`src/rtl/vend_pkg.sv`:
```
// Shared types and coin valuation for the multi-slot vending controller.
// Latency: n/a (types and a pure function only).
// Backpressure: n/a.
package vend_pkg;

    // Coin code presented by the front end each cycle.
    typedef enum logic [1:0] {
        CNY_NULL = 2'd0,
        CNY_1    = 2'd1,
        CNY_5    = 2'd2,
        CNY_10   = 2'd3
    } money_t;

    // Controller state as reported on the status port.
    typedef logic [1:0] vend_state_t;
    localparam vend_state_t ST_OFF      = 2'd0;
    localparam vend_state_t ST_IDLE     = 2'd1;
    localparam vend_state_t ST_DISPENSE = 2'd2;
    localparam vend_state_t ST_REFUND   = 2'd3;

    // Coin values in half-CNY units; COIN_W bits hold the largest coin.
    localparam int COIN_W = 5;
    localparam logic [COIN_W-1:0] HALF_CNY_1  = 5'd2;
    localparam logic [COIN_W-1:0] HALF_CNY_5  = 5'd10;
    localparam logic [COIN_W-1:0] HALF_CNY_10 = 5'd20;

    function automatic logic [COIN_W-1:0] coin_value(input money_t c);
        logic [COIN_W-1:0] v;
        case (c)
            CNY_1:   v = HALF_CNY_1;
            CNY_5:   v = HALF_CNY_5;
            CNY_10:  v = HALF_CNY_10;
            default: v = '0;
        endcase
        return v;
    endfunction

endpackage

```
`src/rtl/vend_stock_bank.sv`:
```
// Per-slot stock counters with decrement, refill-to-full and empty lookup.
// Latency: updates visible the cycle after dec/fill; empty lookup is combinational.
// Backpressure: none; decrement of an empty slot is ignored, refill wins over decrement.
module vend_stock_bank import vend_pkg::*; #(
    parameter int NUM_ITEMS  = 4,
    parameter int STOCK_W    = 4,
    parameter int INIT_STOCK = 3,
    parameter int IDX_W      = $clog2(NUM_ITEMS)
) (
    input  logic             clk,
    input  logic             rst,
    input  logic             dec_vld,
    input  logic [IDX_W-1:0] dec_item,
    input  logic             fill_vld,
    input  logic [IDX_W-1:0] fill_item,
    input  logic [IDX_W-1:0] look_item,
    output logic             look_empty
);

    logic [STOCK_W-1:0] stock_q [NUM_ITEMS];
    logic [STOCK_W-1:0] stock_d [NUM_ITEMS];

    // Next stock per slot: refill overrides a same-cycle decrement on that slot.
    always_comb begin
        for (int i = 0; i < NUM_ITEMS; i++) begin
            stock_d[i] = stock_q[i];
            if (dec_vld && (dec_item == IDX_W'(i)) && (stock_q[i] != '0)) begin
                stock_d[i] = stock_q[i] - STOCK_W'(1);
            end
            if (fill_vld && (fill_item == IDX_W'(i))) begin
                stock_d[i] = '1;
            end
        end
    end

    // Indices beyond NUM_ITEMS read as empty so they can never become pending.
    always_comb begin
        look_empty = 1'b1;
        for (int i = 0; i < NUM_ITEMS; i++) begin
            if (look_item == IDX_W'(i)) begin
                look_empty = (stock_q[i] == '0);
            end
        end
    end

    // Stock registers, reloaded to INIT_STOCK on reset.
    always_ff @(posedge clk or negedge rst) begin
        if (!rst) begin
            for (int i = 0; i < NUM_ITEMS; i++) begin
                stock_q[i] <= STOCK_W'(INIT_STOCK);
            end
        end else begin
            for (int i = 0; i < NUM_ITEMS; i++) begin
                stock_q[i] <= stock_d[i];
            end
        end
    end

endmodule

```
`src/rtl/vend_ctrl_multi.sv`:
```
// N-slot vending controller: bounded credit, pending selection, dispense, change; optional VEND_TIMEOUT_EN idle timer.
// Latency: price-completing coin -> drink_ready two cycles later; all pulses registered, one cycle wide.
// Backpressure: none; over-ceiling coins and coins outside IDLE are bounced via coin_reject.
module vend_ctrl_multi import vend_pkg::*; #(
    parameter int                          NUM_ITEMS   = 4,
    parameter int                          CREDIT_W    = 8,
    parameter int                          MAX_CREDIT  = 40,
    parameter int                          STOCK_W     = 4,
    parameter int                          INIT_STOCK  = 3,
    parameter logic [NUM_ITEMS*CREDIT_W-1:0] PRICE_TABLE = {8'd10, 8'd6, 8'd10, 8'd5},
    parameter int                          TIMEOUT_CYC = 1000,
    localparam int                         IDX_W       = $clog2(NUM_ITEMS)
) (
    input  logic                clk,
    input  logic                rst,
    input  logic                start_btn,
    input  money_t              coin,
    input  logic                sel_valid,
    input  logic [IDX_W-1:0]    sel_item,
    input  logic                cancel_btn,
    input  logic                restock_valid,
    input  logic [IDX_W-1:0]    restock_item,
    output vend_state_t         status,
    output logic [CREDIT_W-1:0] credit,
    output logic                drink_ready,
    output logic [IDX_W-1:0]    item_out,
    output logic                refund_valid,
    output logic [CREDIT_W-1:0] refund_amount,
    output logic                coin_reject,
    output logic                sold_out
);

    vend_state_t         state_q, state_d;
    logic [CREDIT_W-1:0] credit_q, credit_d;
    logic                pend_vld_q, pend_vld_d;
    logic [IDX_W-1:0]    pend_item_q, pend_item_d;
    logic [IDX_W-1:0]    item_out_q, item_out_d;
    logic [CREDIT_W-1:0] refund_amount_q, refund_amount_d;
    logic                off_after_q, off_after_d;
    logic                drink_ready_q, drink_ready_d;
    logic                refund_valid_q, refund_valid_d;
    logic                coin_reject_q, coin_reject_d;
    logic                sold_out_q, sold_out_d;

    logic                has_coin;
    logic [CREDIT_W:0]   credit_sum;
    logic                credit_over;
    logic [CREDIT_W-1:0] price;
    logic                sel_empty;
    logic                stock_dec;
    logic                stock_fill;
    logic                timeout_hit;

    assign has_coin = (coin != CNY_NULL);

    // One extra bit so the ceiling compare sees the true sum.
    assign credit_sum  = {1'b0, credit_q} + (CREDIT_W+1)'(coin_value(coin));
    assign credit_over = (credit_sum > (CREDIT_W+1)'(MAX_CREDIT));

    // Price of the pending slot.
    always_comb begin
        price = '0;
        for (int i = 0; i < NUM_ITEMS; i++) begin
            if (pend_item_q == IDX_W'(i)) begin
                price = PRICE_TABLE[i*CREDIT_W +: CREDIT_W];
            end
        end
    end

    vend_stock_bank #(
        .NUM_ITEMS  (NUM_ITEMS),
        .STOCK_W    (STOCK_W),
        .INIT_STOCK (INIT_STOCK),
        .IDX_W      (IDX_W)
    ) u_stock (
        .clk        (clk),
        .rst        (rst),
        .dec_vld    (stock_dec),
        .dec_item   (pend_item_q),
        .fill_vld   (stock_fill),
        .fill_item  (restock_item),
        .look_item  (sel_item),
        .look_empty (sel_empty)
    );

`ifdef VEND_TIMEOUT_EN
    localparam int TMR_W = $clog2(TIMEOUT_CYC + 1);
    logic [TMR_W-1:0] tmr_q, tmr_d;

    // Idle timer: runs while a customer has credit or a selection waiting; any activity restarts it.
    always_comb begin
        tmr_d       = tmr_q;
        timeout_hit = 1'b0;
        if (has_coin || sel_valid || cancel_btn || (state_q != ST_IDLE) ||
            !((credit_q != '0) || pend_vld_q)) begin
            tmr_d = '0;
        end else if (tmr_q == TMR_W'(TIMEOUT_CYC - 1)) begin
            timeout_hit = 1'b1;
            tmr_d       = '0;
        end else begin
            tmr_d = tmr_q + TMR_W'(1);
        end
    end

    // Idle timer register.
    always_ff @(posedge clk or negedge rst) begin
        if (!rst) begin
            tmr_q <= '0;
        end else begin
            tmr_q <= tmr_d;
        end
    end
`else
    // Timer compiled out: the state is held indefinitely; TIMEOUT_CYC only feeds a constant-false term.
    assign timeout_hit = (TIMEOUT_CYC < 0);
`endif

    // Main FSM: start > cancel/timeout > coin > selection within IDLE.
    always_comb begin
        state_d         = state_q;
        credit_d        = credit_q;
        pend_vld_d      = pend_vld_q;
        pend_item_d     = pend_item_q;
        item_out_d      = item_out_q;
        refund_amount_d = refund_amount_q;
        off_after_d     = off_after_q;
        drink_ready_d   = 1'b0;
        refund_valid_d  = 1'b0;
        coin_reject_d   = 1'b0;
        sold_out_d      = 1'b0;
        stock_dec       = 1'b0;
        stock_fill      = 1'b0;

        case (state_q)
            ST_OFF: begin
                coin_reject_d = has_coin;
                stock_fill    = restock_valid;
                if (start_btn) begin
                    state_d = ST_IDLE;
                end
            end

            ST_IDLE: begin
                stock_fill = restock_valid;
                if (start_btn || cancel_btn || timeout_hit) begin
                    // Session ends: any coin this cycle bounces, selection dropped.
                    coin_reject_d = has_coin;
                    pend_vld_d    = 1'b0;
                    off_after_d   = start_btn;
                    if (credit_q != '0) begin
                        state_d         = ST_REFUND;
                        refund_valid_d  = 1'b1;
                        refund_amount_d = credit_q;
                        credit_d        = '0;
                    end else if (start_btn) begin
                        state_d = ST_OFF;
                    end
                end else begin
                    if (has_coin) begin
                        if (credit_over) begin
                            coin_reject_d = 1'b1;
                        end else begin
                            credit_d = credit_sum[CREDIT_W-1:0];
                        end
                    end
                    // Pending check uses registered credit; a selection arriving as the
                    // dispense fires is dropped so the slot cannot be re-armed at zero stock.
                    if (pend_vld_q && (credit_q >= price)) begin
                        state_d       = ST_DISPENSE;
                        drink_ready_d = 1'b1;
                        item_out_d    = pend_item_q;
                        stock_dec     = 1'b1;
                        credit_d      = credit_d - price;
                        pend_vld_d    = 1'b0;
                    end else if (sel_valid) begin
                        if (sel_empty) begin
                            sold_out_d = 1'b1;
                        end else begin
                            pend_vld_d  = 1'b1;
                            pend_item_d = sel_item;
                        end
                    end
                end
            end

            ST_DISPENSE: begin
                coin_reject_d = has_coin;
                if (credit_q != '0) begin
                    state_d         = ST_REFUND;
                    refund_valid_d  = 1'b1;
                    refund_amount_d = credit_q;
                    credit_d        = '0;
                    off_after_d     = 1'b0;
                end else begin
                    state_d = ST_IDLE;
                end
            end

            ST_REFUND: begin
                coin_reject_d = has_coin;
                state_d       = off_after_q ? ST_OFF : ST_IDLE;
                off_after_d   = 1'b0;
            end

            default: begin
                state_d = ST_OFF;
            end
        endcase
    end

    // Controller registers; every output comes straight from a flop.
    always_ff @(posedge clk or negedge rst) begin
        if (!rst) begin
            state_q         <= ST_OFF;
            credit_q        <= '0;
            pend_vld_q      <= 1'b0;
            pend_item_q     <= '0;
            item_out_q      <= '0;
            refund_amount_q <= '0;
            off_after_q     <= 1'b0;
            drink_ready_q   <= 1'b0;
            refund_valid_q  <= 1'b0;
            coin_reject_q   <= 1'b0;
            sold_out_q      <= 1'b0;
        end else begin
            state_q         <= state_d;
            credit_q        <= credit_d;
            pend_vld_q      <= pend_vld_d;
            pend_item_q     <= pend_item_d;
            item_out_q      <= item_out_d;
            refund_amount_q <= refund_amount_d;
            off_after_q     <= off_after_d;
            drink_ready_q   <= drink_ready_d;
            refund_valid_q  <= refund_valid_d;
            coin_reject_q   <= coin_reject_d;
            sold_out_q      <= sold_out_d;
        end
    end

    assign status        = state_q;
    assign credit        = credit_q;
    assign drink_ready   = drink_ready_q;
    assign item_out      = item_out_q;
    assign refund_valid  = refund_valid_q;
    assign refund_amount = refund_amount_q;
    assign coin_reject   = coin_reject_q;
    assign sold_out      = sold_out_q;

endmodule

```
`config.mk`:
```
export PLATFORM = sky130hd
export DESIGN_NAME = vend_ctrl_multi
export DESIGN_NICKNAME = d
export VERILOG_FILES = /design/src/rtl/vend_pkg.sv /design/src/rtl/vend_stock_bank.sv /design/src/rtl/vend_ctrl_multi.sv
export SDC_FILE = /design/constraint.sdc
export NUM_CORES = 1
export LEC_CHECK = 0
export BUFFER_PORTS_ARGS = -buffer_cell sky130_fd_sc_hd__buf_2
export CORE_UTILIZATION = 63
export DETAILED_ROUTE_END_ITERATION = 10
export GPL_TIMING_DRIVEN = 0
export MAX_ROUTING_LAYER = met4
export PLACE_DENSITY = 0.85
export SLEW_MARGIN = 20
export SYNTH_ARGS = -nofsm -noshare
export SYNTH_HDL_FRONTEND = slang
export SYNTH_HIERARCHICAL = 1
export SYNTH_SLANG_ARGS = --single-unit
```
`constraint.sdc`:
```
create_clock -name clk -period 13.71 [get_ports clk]
set_input_delay 2.742 -clock clk [delete_from_list [all_inputs] [get_ports clk]]
set_output_delay 2.742 -clock clk [all_outputs]
set_load 0.03 [all_outputs]
```
Yosys cells after proc, flatten, opt, wreduce, memory -nomap -nowiden
Cells that the tools add are included.
{"block": "classes", "bitwise": 3, "n_mux": 59, "n_eq_ne": 21, "order_cmp": 2, "addsub": 6, "n_reduce_logical": 43}
{"operator": "8-bit two-way mux", "n": 12}
{"operator": "4-bit two-way mux", "n": 8}
{"operator": "8-bit one-hot mux with 2 select lines", "n": 2}
{"operator": "1-bit two-way mux", "n": 25}
{"operator": "2-bit == test (second input constant)", "n": 10}
{"operator": "4-bit logical NOT", "n": 4}
{"operator": "4-bit nonzero test", "n": 4}
{"operator": "4-bit by 1-bit subtractor with 4-bit output (second input constant)", "n": 4}
{"operator": "5-bit one-hot mux with 3 select lines", "n": 1}
{"operator": "1-bit logical AND", "n": 13}
{"operator": "2-bit two-way mux", "n": 6}
{"operator": "3-bit AND reduction", "n": 4}
{"operator": "2-bit nonzero test", "n": 6}
{"operator": "2-bit by 1-bit == test with 1-bit output (second input constant)", "n": 5}
{"operator": "8-bit by 5-bit adder with 9-bit output", "n": 1}
{"operator": "9-bit by 6-bit > comparator with 1-bit output (second input constant)", "n": 1}
{"operator": "8-bit >= comparator", "n": 1}
{"operator": "2-bit logical NOT", "n": 4}
{"operator": "2-bit one-hot mux with 4 select lines", "n": 1}
{"operator": "8-bit nonzero test", "n": 1}
{"operator": "8-bit subtractor", "n": 1}
{"operator": "2-bit inequality test (second input constant)", "n": 3}
{"operator": "3-bit nonzero test", "n": 2}
{"operator": "5-bit AND reduction", "n": 1}
{"operator": "11 further kinds", "n": 14}
{"block": "totals", "out_inout_bits": 24, "in_bits": 12, "regBits": 44, "word_cells": 149}

Logic depth before layout (Yosys ltp)
{"block": "logic_depth", "depth_word": 14, "depth_mapped": 21}

By module
Netlist, hierarchy kept.
{"module": "vend_ctrl_multi", "cells_each": 235, "area_each_um2": 2100.8, "instances": 1}
{"module": "vend_stock_bank", "cells_each": 93, "area_each_um2": 922.1, "instances": 1}

Worst setup path before layout
OpenSTA, ideal clock, no wires.
{"block": "synth_path", "path_kind": "input-to-reg", "startpoint": "input coin[0]", "endpoint": "register credit_q[7] (netlist: credit[7])", "arrival_time_ns": 6.870, "path_buffers": 0, "path_slack_ns": 6.713, "path_stages": 20, "t_required_ns": 13.583, "path_cell_list": "inv_1 -> ha_1 -> ha_1 -> ha_1 -> or3_1 -> a2111oi_4 -> nor2_2 -> o311ai_4 -> nand2_2 -> mux2_2 -> ha_1 -> nor2b_1 -> o21ai_0 -> nand2b_1 -> a21oi_1 -> nand3_1 -> a21o_1 -> nor4bb_1 -> o31a_1 -> o21ai_1"}
{"block": "synth_via", "elab_chain_cells": 12, "word_cells_on_any_way": 15}
{"element": "start: declaration", "line": "vend_ctrl_multi.sv:17", "source": "input money_t coin,"}
{"element": "2-bit == test / 2-bit by 1-bit == test with 1-bit output (equally long branches)", "line": "vend_pkg.sv:29", "source": "case (c)"}
{"element": "5-bit one-hot mux with 3 select lines", "line": "vend_pkg.sv:29"}
{"element": "8-bit by 5-bit adder with 9-bit output", "line": "vend_ctrl_multi.sv:57", "source": "assign credit_sum = {1'b0, credit_q} + (CREDIT_W+1)'(coin_value(coin));"}
{"element": "9-bit by 6-bit > comparator with 1-bit output", "line": "vend_ctrl_multi.sv:58", "source": "assign credit_over = (credit_sum > (CREDIT_W+1)'(MAX_CREDIT));"}
{"element": "8-bit two-way mux", "line": "vend_ctrl_multi.sv:160", "source": "if (credit_over) begin"}
{"element": "8-bit two-way mux *", "line": "vend_ctrl_multi.sv:159", "source": "if (has_coin) begin"}
{"element": "8-bit two-way mux *", "line": "vend_ctrl_multi.sv:145", "source": "if (start_btn || cancel_btn || timeout_hit) begin"}
{"element": "8-bit two-way mux *", "line": "vend_ctrl_multi.sv:134", "source": "case (state_q)"}
{"element": "8-bit subtractor", "line": "vend_ctrl_multi.sv:173", "source": "credit_d = credit_d - price;"}
{"element": "8-bit two-way mux *", "line": "vend_ctrl_multi.sv:168", "source": "if (pend_vld_q && (credit_q >= price)) begin"}
{"element": "8-bit two-way mux *", "line": "vend_ctrl_multi.sv:145"}
{"element": "8-bit one-hot mux with 2 select lines *", "line": "vend_ctrl_multi.sv:134"}
{"element": "end signal: assignment", "line": "vend_ctrl_multi.sv:227", "source": "credit_q <= credit_d;"}
{"element": "end: declaration", "line": "vend_ctrl_multi.sv:34", "source": "logic [CREDIT_W-1:0] credit_q, credit_d;"}
Mark *: on every way between the ends. The rest lies on a longest branch, timed or not. The select of a mux whose other input is x is not followed.
A chain may end at the register's enable or synchronous reset.

Final worst setup path
Same ends and word-level chain as after synthesis.

==> key figures <==
Run status
  – Outcome: finished with violations
  – Failing checks: DRC

Logic synthesis
  – Yosys cell types: 63
  – Mapped Area: 0.00302 mm2
  – Syn Inst Count: 328
  – Syn avg cell area: 9.22 um2
  – Synth area leader: dfrtp_1
  – Share of the yosys chip area belonging to registers: 0.368
  – Mapped Nets: 364
  – Asr flop ratio synth: 1.00
  – Yosys reg bits: 44
  – Synth top area share: 0.298
  – Ranking of synthesized cells by area: dfrtp_1 30%, ha_1 9.5%, dfstp_2 7.0%, o21ai_0 5.1%, inv_1 3.5%
  – EDFF count, synth: 0
  – YS warnings: 6
  – Top_reg_cell synth: dfrtp_1

Die
  – Die Span Y: 71.3 um
  – Core area: 0.00447 mm2
  – # IOs: 36
  – Initial cell density of the core: 0.676
  – Die area: 0.00508 mm2
  – Die span in x: 71.3 um
  – Row Count: 24

Run
  – Max Cap Viol: 0

Clock network
  – Clock Tree Buf Depth: 2
  – Inserted Clock Buffers: 5
  – Postcts setup bufs: 0
  – CTS tree: yes
  – PostCTS Resize Cnt: 0
  – Latest clock arrival within the worst-skew pair: 0.30 ns
  – CTS Root Cell: clkbuf_8
  – Clock-pin slew on the worst setup and hold paths: 0.08 ns
  – Clock sinks: 44
  – H-Tree Depth: 2
  – Hold-fix buffers at CTS: 0

Global route
  – Initial antenna violation count: 0
  – First-pass GRT wire length: 11100 um
  – GRT Residual Overflow: 0
  – Largest net degree at the start of global routing: 45
  – Vias in the first global route: 2358
  – Tot GR Track Use: 0.288

Timing
  – Fin crit period: 7.42 ns
  – Final setup margin: 6.29 ns
  – Final Hold Viols: 0
  – Setup TNS: 0 ns
  – RSZ-0062 raised after global routing: false
  – Least-Margin Pin Slew: 0.813 ns
  – Slew Limit Fails: 0
  – Final setup fails: 0
  – Clock Skew: 0.0113 ns
  – Slew margin rel.: 0.453
  – Final period util: 0.541
  – F_max: 135 MHz

Setup path
  – CP Capture Type: flop
  – Worst EP required: 13.89 ns
  – Terminus of the critical flop-to-flop path: credit[7]
  – CP Class: input pin to flop
  – Reg2reg start: credit[3]
  – CP Data Arrival Time: 7.59 ns
  – R2R setup slack: 8.72 ns
  – Worst Path Max Fanout: 7
  – Critical Path Start Type: input pin
  – R2R depth: 19

Drt
  – Wire per inst: 15.8 um
  – Met2 Routed Length: 3040 um
  – DRT antenna net count: 0
  – Top Metal Used: met4
  – Via-to-Cell Ratio: 6.25
  – Initial drt markers: 209
  – DRC: 3
  – Total number of vias: 2638
  – Met3 WL post-DR: 395 um
  – Metal1 wirelength: 3140 um
  – Wirelength, routed: 6650 um
  – Drt pass-1 iters: 8

Hold path
  – Class of the worst hold path: flop to flop
  – Hold Startpoint: refund_amount[2]
  – Endpoint of the worst hold path: refund_amount[2]
  – Worst hold path depth: 2

Layout
  – Area of the multi-input gates: 0.00176 mm2
  – Area Growth Syn to Fin: 12.3%
  – Leading cell type in the layout, fill and taps excluded: dfrtp_1
  – Antenna diodes: 0
  – Fill count: 336
  – Nets: 406
  – Commonest cells after routing, fill and taps aside: 36 x dfrtp_1, 35 x buf_2, 31 x o21ai_0
  – Layout cells sized above 1: 0.192
  – Register area: 0.00111 mm2

Placement
  – Setup WS pre-CTS: 6.11 ns
  – Hpwl dp: 4890 um
  – PortBufs: 35
  – Final GP Congestion: 0.876

Power and ir drop
  – Power Dens Cells: 210 mW/mm2
  – VDD IR-drop max: 170 uV
  – Lkg Pwr: 1.57 nW
logic make-up after synthesis:
group	Yosys count	share of synthesized area
buffers and inverters	38	0.0501
AO/OA/AOI/OAI	96	0.224
XOR/XNOR	5	0.0145
AND/OR/NAND/NOR	112	0.207
adder cells (fa/ha/maj)	24	0.102
multiplexers	9	0.0360
flip-flops	44	0.368
state kept, by name, indices dropped and copies added (netlist names), 2 cells and up:
register	count
status	2
item_out	2
refund_amount	8
credit	8
pend_item_q	2
u_stock/stock_q	16
worst max path at each step:
stage | from | to
CTS | coin[0] | credit[7]
global placement | coin[0] | credit[7]
floorplan | coin[0] | credit[7]
finish | coin[0] | credit[7]
global route | coin[0] | credit[7]
detailed placement | coin[0] | credit[7]
layout make-up:
| cell class | instances | area share |
|---|---|---|
| Multi-Input combinational cell | 246 | 0.519 |
| Timing Repair Buffer | 35 | 0.0523 |
| Tap cell | 52 | 0.0192 |
| Clock inverter | 2 | 0.0177 |
| Inverter | 29 | 0.0321 |
| Sequential cell | 44 | 0.327 |
| Buffer | 9 | 0.0125 |
| Clock buffer | 5 | 0.0203 |
through the flow:
stage               hold slack (ns)  std cells  utilization  instance area [um2]  power (mW)
global route                  0.493        422        0.759                 3390       0.764
detailed placement            0.465        415        0.729                 3260       0.591
global placement              0.457        415        0.729                 3260       0.577
floorplan                     0.467        328            -                 3020       0.498
CTS                           0.482        422        0.758                 3390       0.709
finish                        0.471        422        0.759                 3390       0.712
critical path, stage by stage:
cell	delay (ns)
buf_2	0.10
inv_1	0.06
ha_1	0.30
ha_1	0.24
ha_1	0.34
or3_1	0.40
a2111oi_4	0.36
nor2_2	0.11
o311ai_4	0.47
nand2_2	0.18
mux2_2	0.36
ha_1	0.29
nor2b_1	0.13
o21ai_0	0.14
nand2b_1	0.11
a21oi_1	0.17
nand3_1	0.21
a21o_1	0.23
nor4bb_1	0.40
o31a_1	0.19
o21ai_1	0.06
synth_stat cells, types with 6 or more instances:
cell      number
dfrtp_1       36
o21ai_0       31
inv_1         28
nand2_1       27
ha_1          23
nand3_1       15
a21oi_1       12
nor2_1        12
dfstp_2        8
or3_1          8
clkbuf_1       7
a21o_1         6
nand3b_1       6
nor3b_1        6
o211ai_1       6
report_power, final:
part / switching, mW / internal [mW]
Clock: 0.0434 / 0.0717
Sequential: 0.0363 / 0.172
Combinational: 0.242 / 0.147
layer usage:
layer  up-vias  track usage
met3         9       0.0520
met2        79        0.421
met5         -            -
li1       1294            -
met4         0       0.0867
met1      1256        0.413
Note: power is estimated with default switching activity, not from simulation.
